File: src/rtl/uart_tx_arbiter.sv
// uart_tx_arbiter: shares one UART transmitter among NUM_REQ byte requesters.
// Round-robin arbitration, one-cycle write pulse to the transmitter, then waits
// for busy to rise and fall. A transmitter that never raises busy is reported on
// timeout_o instead of stalling the arbiter.
//
// Optional feature macro: UART_ARB_LOCK_EN
//   defined   : a locked requester with a pending byte is re-granted on return
//               to IDLE, keeping multi-byte packets contiguous (not after timeout).
//   undefined : lock_i is ignored; pure round-robin.
//
// Ports:
//   clock_i     system clock, rising edge
//   reset_i     asynchronous active-high reset
//   req_i       per-requester byte pending, held until ack_o
//   data_i      requester bytes, requester n at [8n+7:8n]
//   lock_i      per-requester packet lock (UART_ARB_LOCK_EN only)
//   ack_o       one-cycle pulse: byte of requester n captured
//   tx_write_o  one-cycle write pulse to the transmitter
//   tx_data_o   byte to the transmitter, held until the next grant
//   tx_busy_i   transmitter busy
//   grant_o     index of the last granted requester
//   active_o    high whenever the FSM is not IDLE
//   timeout_o   one-cycle pulse when busy never rose after a write
module uart_tx_arbiter #(
  parameter int unsigned NUM_REQ      = 4,
  parameter int unsigned BUSY_TIMEOUT = 16
) (
  input  logic                   clock_i,
  input  logic                   reset_i,
  input  logic [NUM_REQ-1:0]     req_i,
  input  logic [8*NUM_REQ-1:0]   data_i,
  input  logic [NUM_REQ-1:0]     lock_i,
  output logic [NUM_REQ-1:0]     ack_o,
  output logic                   tx_write_o,
  output logic [7:0]             tx_data_o,
  input  logic                   tx_busy_i,
  output logic [2:0]             grant_o,
  output logic                   active_o,
  output logic                   timeout_o
);

  localparam int unsigned IW          = (NUM_REQ > 1) ? $clog2(NUM_REQ) : 1;
  localparam logic [7:0]  TIMEOUT_LIM = 8'(BUSY_TIMEOUT);
  localparam logic [2:0]  GRANT_RST   = 3'(NUM_REQ - 1);

  typedef enum logic [1:0] {IDLE, ISSUE, WAIT_BUSY, WAIT_DONE} state_t;

  state_t      state;
  logic [7:0]  cnt;
  logic [7:0]  cnt_inc;
  logic        lock_arm;   // set on a normal return to IDLE, cleared by timeout
  logic [2:0]  rr_winner;
  logic [2:0]  winner;
  logic [7:0]  win_data;
  int unsigned idx;
  logic        found;

  // Round-robin scan upward from the last grant, wrapping modulo NUM_REQ.
  always_comb begin
    rr_winner = grant_o;
    found     = 1'b0;
    idx       = 0;
    for (int unsigned i = 1; i <= NUM_REQ; i++) begin
      idx = (32'(grant_o) + i) % NUM_REQ;
      if (!found && req_i[IW'(idx)]) begin
        rr_winner = 3'(idx);
        found     = 1'b1;
      end
    end
  end

  // Lock override ahead of round-robin order.
`ifdef UART_ARB_LOCK_EN
  always_comb begin
    winner = rr_winner;
    if (lock_arm && lock_i[grant_o[IW-1:0]] && req_i[grant_o[IW-1:0]]) begin
      winner = grant_o;
    end
  end
`else
  logic unused_lock;
  assign unused_lock = ^{lock_i, lock_arm};
  always_comb begin
    winner = rr_winner;
  end
`endif

  // Byte of the selected requester.
  always_comb begin
    win_data = 8'h00;
    for (int unsigned n = 0; n < NUM_REQ; n++) begin
      if (32'(winner) == n) begin
        win_data = data_i[8*n +: 8];
      end
    end
  end

  // Saturating increment so the busy-wait counter never wraps.
  assign cnt_inc = (cnt == 8'hFF) ? cnt : cnt + 8'd1;

  // Arbitration and handshake FSM with registered outputs.
  always_ff @(posedge clock_i or posedge reset_i) begin
    if (reset_i) begin
      state      <= IDLE;
      ack_o      <= '0;
      tx_write_o <= 1'b0;
      tx_data_o  <= 8'h00;
      grant_o    <= GRANT_RST;
      active_o   <= 1'b0;
      timeout_o  <= 1'b0;
      cnt        <= 8'h00;
      lock_arm   <= 1'b0;
    end else begin
      tx_write_o <= 1'b0;
      ack_o      <= '0;
      timeout_o  <= 1'b0;
      case (state)
        IDLE: begin
          // External traffic on the transmitter holds off any grant.
          if ((|req_i) && !tx_busy_i) begin
            state      <= ISSUE;
            grant_o    <= winner;
            tx_data_o  <= win_data;
            tx_write_o <= 1'b1;
            ack_o      <= NUM_REQ'(1'b1) << winner;
            active_o   <= 1'b1;
          end
        end
        ISSUE: begin
          state <= WAIT_BUSY;
          cnt   <= 8'h00;
        end
        WAIT_BUSY: begin
          if (tx_busy_i) begin
            state <= WAIT_DONE;
          end else begin
            cnt <= cnt_inc;
            if (cnt_inc == TIMEOUT_LIM) begin
              timeout_o <= 1'b1;
              state     <= IDLE;
              active_o  <= 1'b0;
              lock_arm  <= 1'b0;
            end
          end
        end
        WAIT_DONE: begin
          if (!tx_busy_i) begin
            state    <= IDLE;
            active_o <= 1'b0;
            lock_arm <= 1'b1;
          end
        end
        default: begin
          state    <= IDLE;
          active_o <= 1'b0;
        end
      endcase
    end
  end

endmodule

File: config.mk
export PLATFORM = sky130hd
export DESIGN_NAME = uart_tx_arbiter
export DESIGN_NICKNAME = d
export VERILOG_FILES = /design/src/rtl/uart_tx_arbiter.sv
export SDC_FILE = /design/constraint.sdc
export NUM_CORES = 1
export LEC_CHECK = 0
export CORE_MARGIN = 4
export CORE_UTILIZATION = 41
export CTS_CLUSTER_DIAMETER = 100
export CTS_CLUSTER_SIZE = 10
export DETAILED_ROUTE_END_ITERATION = 7
export PLACE_DENSITY = 0.76
export SYNTH_ARGS = -nofsm -noshare
export SYNTH_HDL_FRONTEND = slang
export SYNTH_SLANG_ARGS = --single-unit
File: constraint.sdc
create_clock -name clock_i -period 1.9 [get_ports clock_i]
set_input_delay 0.38 -clock clock_i [delete_from_list [all_inputs] [get_ports clock_i]]
set_output_delay 0.38 -clock clock_i [all_outputs]
set_load 0.03 [all_outputs]
==> results_dict.tcl <==
set metrics [dict create \
    skew_ns 0.003403 \
    r2r_setup_slack_ns -0.10 \
    reg2reg_from "grant_o[0]" \
    place_congestion 0.8544 \
    diodes 0 \
    wire_per_inst_um 14.11 \
    die-area_sq_um 5348 \
    grt_pass1_wl_mm 7.362 \
    dr_total_vias 1731 \
    initial_core_util_pct 42.86 \
    final_common_cell "clkdlybuf4s50_1" \
    io_pins 61 \
    whs_ns 0.4600 \
    die_width_um 73.13 \
    crit_fanout 8 \
    cp.required_ns 2.11 \
    drive_gt1_share_pct 21.64 \
    ctsHoldBuffers 0 \
    relSlewSlack_pct 71.90 \
    status "complete, but fails checks" \
    syn_area_sq_um 1739 \
    fmax_mhz 499.5 \
    cts_tree "done" \
    hold_class "in -> async" \
    num_rows 23 \
    fin_crit_sh_pct 105.4 \
    slowest_stage "dfstp_2" \
    syn_avg_cell_area_sq_um 9.058 \
    fillers 324 \
    most-common-layout-cells "50 x clkdlybuf4s50_1, 26 x dfrtp_1, 24 x buf_4, 17 x nand2_1, 15 x nor2_1" \
    ys_seq_area_share_pct 40.43 \
    arrival_ns 2.21 \
    grt_pass1_vias 1719 \
    port_buffers 56 \
    utilization_pct 64.75 \
    power.density_nw_per_um2 1277 \
    grt_remaining_overflow 0 \
    violations "negative setup slack" \
    drt_iter0_drc 64 \
    hpwl_mm 3.500 \
    reg2reg_to "tx_data_o[5]" \
    ys.warnings.count 0 \
    cts_root_buf "clkbuf_8" \
    setup_slack_ns -0.1018 \
    ir_worst_vdd_uv 599.5 \
    cp-end-kind "flip-flop" \
    slowest_delay_ns 0.61 \
    cts_made_buffers 3 \
    fin_tns_setup_ns -0.5838 \
    synth_edf_count 0 \
    critical_path.cell_chain "mux4_2 > a211oi_4 > or2b_1 > buf_12 > o221ai_2 > a21oi_2" \
    p_leak_uw 0.001130 \
    ys.flop_type "dfrtp_1" \
    grt.total_usage_pct 17.51 \
    dieHeight_um 73.13 \
    routed_wl_mm 4.487 \
    antenna_found_initial 0 \
    synthArstFlopShare_pct 100.0 \
    cts_buffer_depth 2 \
    cap_viol_max_count 0 \
    setup_viol 8 \
    drtPass1Iterations 4 \
    syn-num-nets 236 \
    rsz0062_at_grt "yes" \
    worst_slew_pin_slew_ns 0.4176 \
    period_minus_slack_ns 2.002 \
    ys_types 48 \
    clkSinkCount 28 \
    drtAntennaViolNets 0 \
    nNetsFinal 313 \
    clock_latency_ns 0.27 \
    path_class "reg -> reg" \
    htree_levels 1 \
    fp.coreArea_sq_um 4058 \
    ys_seq_elements 28 \
    drc_errors 0 \
    clk_pin_slew_worst_paths_ns 0.09 \
    grt_max_degree 29 \
    syn_inst 192 \
    viasPerCell 5.443 \
    hold_viol 0 \
    maxSlewViolCount 0 \
    reg2reg_depth 6 \
    critPathLaunchType "flip-flop" \
    syn_to_final_growth_pct 51.08 \
]
critical path: cells and delay by family, from the launching register on:
family	cells	cell delay, ns
AOI/OAI and AO/OA	3	0.45
and+or+nand+nor	1	0.18
muxes	1	0.55
buffers and inverters	1	0.14
DFF	1	0.61
power breakdown:
part	internal [uW]	total, uW	switching [uW]	leakage, uW
logic	990	2090	1100	0.000752
clock network	150	327	177	0.0000228
registers	790	944	153	0.000355
total	1930	3360	1430	0.00113
cells in the mapped netlist (3+ instances only):
master	instances	area [sq um]
dfrtp_1	26	650.6
nand2_1	17	63.81
nor2_1	15	56.30
a21oi_1	13	65.06
o21ai_0	12	60.06
inv_1	9	33.78
and2_1	7	43.79
nand3_1	7	35.03
buf_2	6	30.03
a21o_1	5	37.54
a21oi_2	5	43.79
nand4_1	5	31.28
nor3_1	5	25.02
o221ai_2	5	75.07
mux2i_1	4	40.04
nand2b_1	4	25.02
o21ai_1	4	20.02
a221o_1	3	30.03
nor2b_1	3	18.77
nor3b_1	3	22.52
metal layers:
metal | global-route usage (%) | vias to the layer above | share of wire [%]
li1 | - | 850 | -
met1 | 20.71 | 820 | 42
met2 | 30.88 | 54 | 49
met3 | 4.270 | 7 | 6.8
met4 | 5.533 | 0 | 1.6
met5 | 0 | - | 0
flip-flops by register name, indices dropped and copies added, names as in the netlist:
name,flops
timeout_o,1
state,2
tx_data_o,8
active_o,1
ack_o,4
cnt,8
tx_write_o,1
grant_o,3
per-stage QoR:
stage	area (sq um)	worst slack, ns	instances	total power [uW]
after CTS	2603	-0.08814	318	3341
after global placement	2515	-0.3543	313	2937
after detailed placement	2515	-0.4119	313	2976
after floorplan	1739	-0.06546	192	2156
after global routing	2628	-0.1858	318	3578
final	2628	-0.1018	318	3356
layout make-up:
type	count	area (sq um)	area share, %
tap	50	62.56	2.381
multi-input combinational	143	991.0	37.71
clock buffer	4	45.04	1.714
inverter	10	37.54	1.429
sequential	28	703.2	26.76
timing repair buffer	83	788.3	30.00
worst max path at each step:
stage	start	endpoint	slack, ns	cells after the start
after floorplan	grant_o[0]	tx_data_o[0]	-0.07	7
after global placement	req_i[2]	tx_data_o[0]	-0.35	8
after detailed placement	req_i[2]	tx_data_o[6]	-0.41	8
after CTS	grant_o[0]	tx_data_o[0]	-0.09	6
after global routing	grant_o[0]	tx_data_o[5]	-0.19	6
final	grant_o[0]	tx_data_o[5]	-0.10	6
what timing repair did:
item,4_1_cts,5_1_grt
endpoints found under the hold margin,0,0
endpoints found under the setup margin,12,11
gates cloned,0,0
pin swaps,1,1
resized for setup,14,6
setup buffers,1,0
cell families (layout without fill, tap and decap cells):
kind of cell / after synthesis / after routing / synth area share [%]
AND/OR/NAND/NOR: 77 / 77 / 23.45
AO/OA/AOI/OAI: 58 / 58 / 24.75
flip-flops: 28 / 28 / 40.43
buffers and inverters: 21 / 97 / 6.043
multiplexers: 5 / 5 / 3.597
XOR/XNOR: 2 / 2 / 1.007
adder cells (fa/ha/maj): 1 / 1 / 0.7193
No activity file was read; power rests on OpenSTA's default activity.
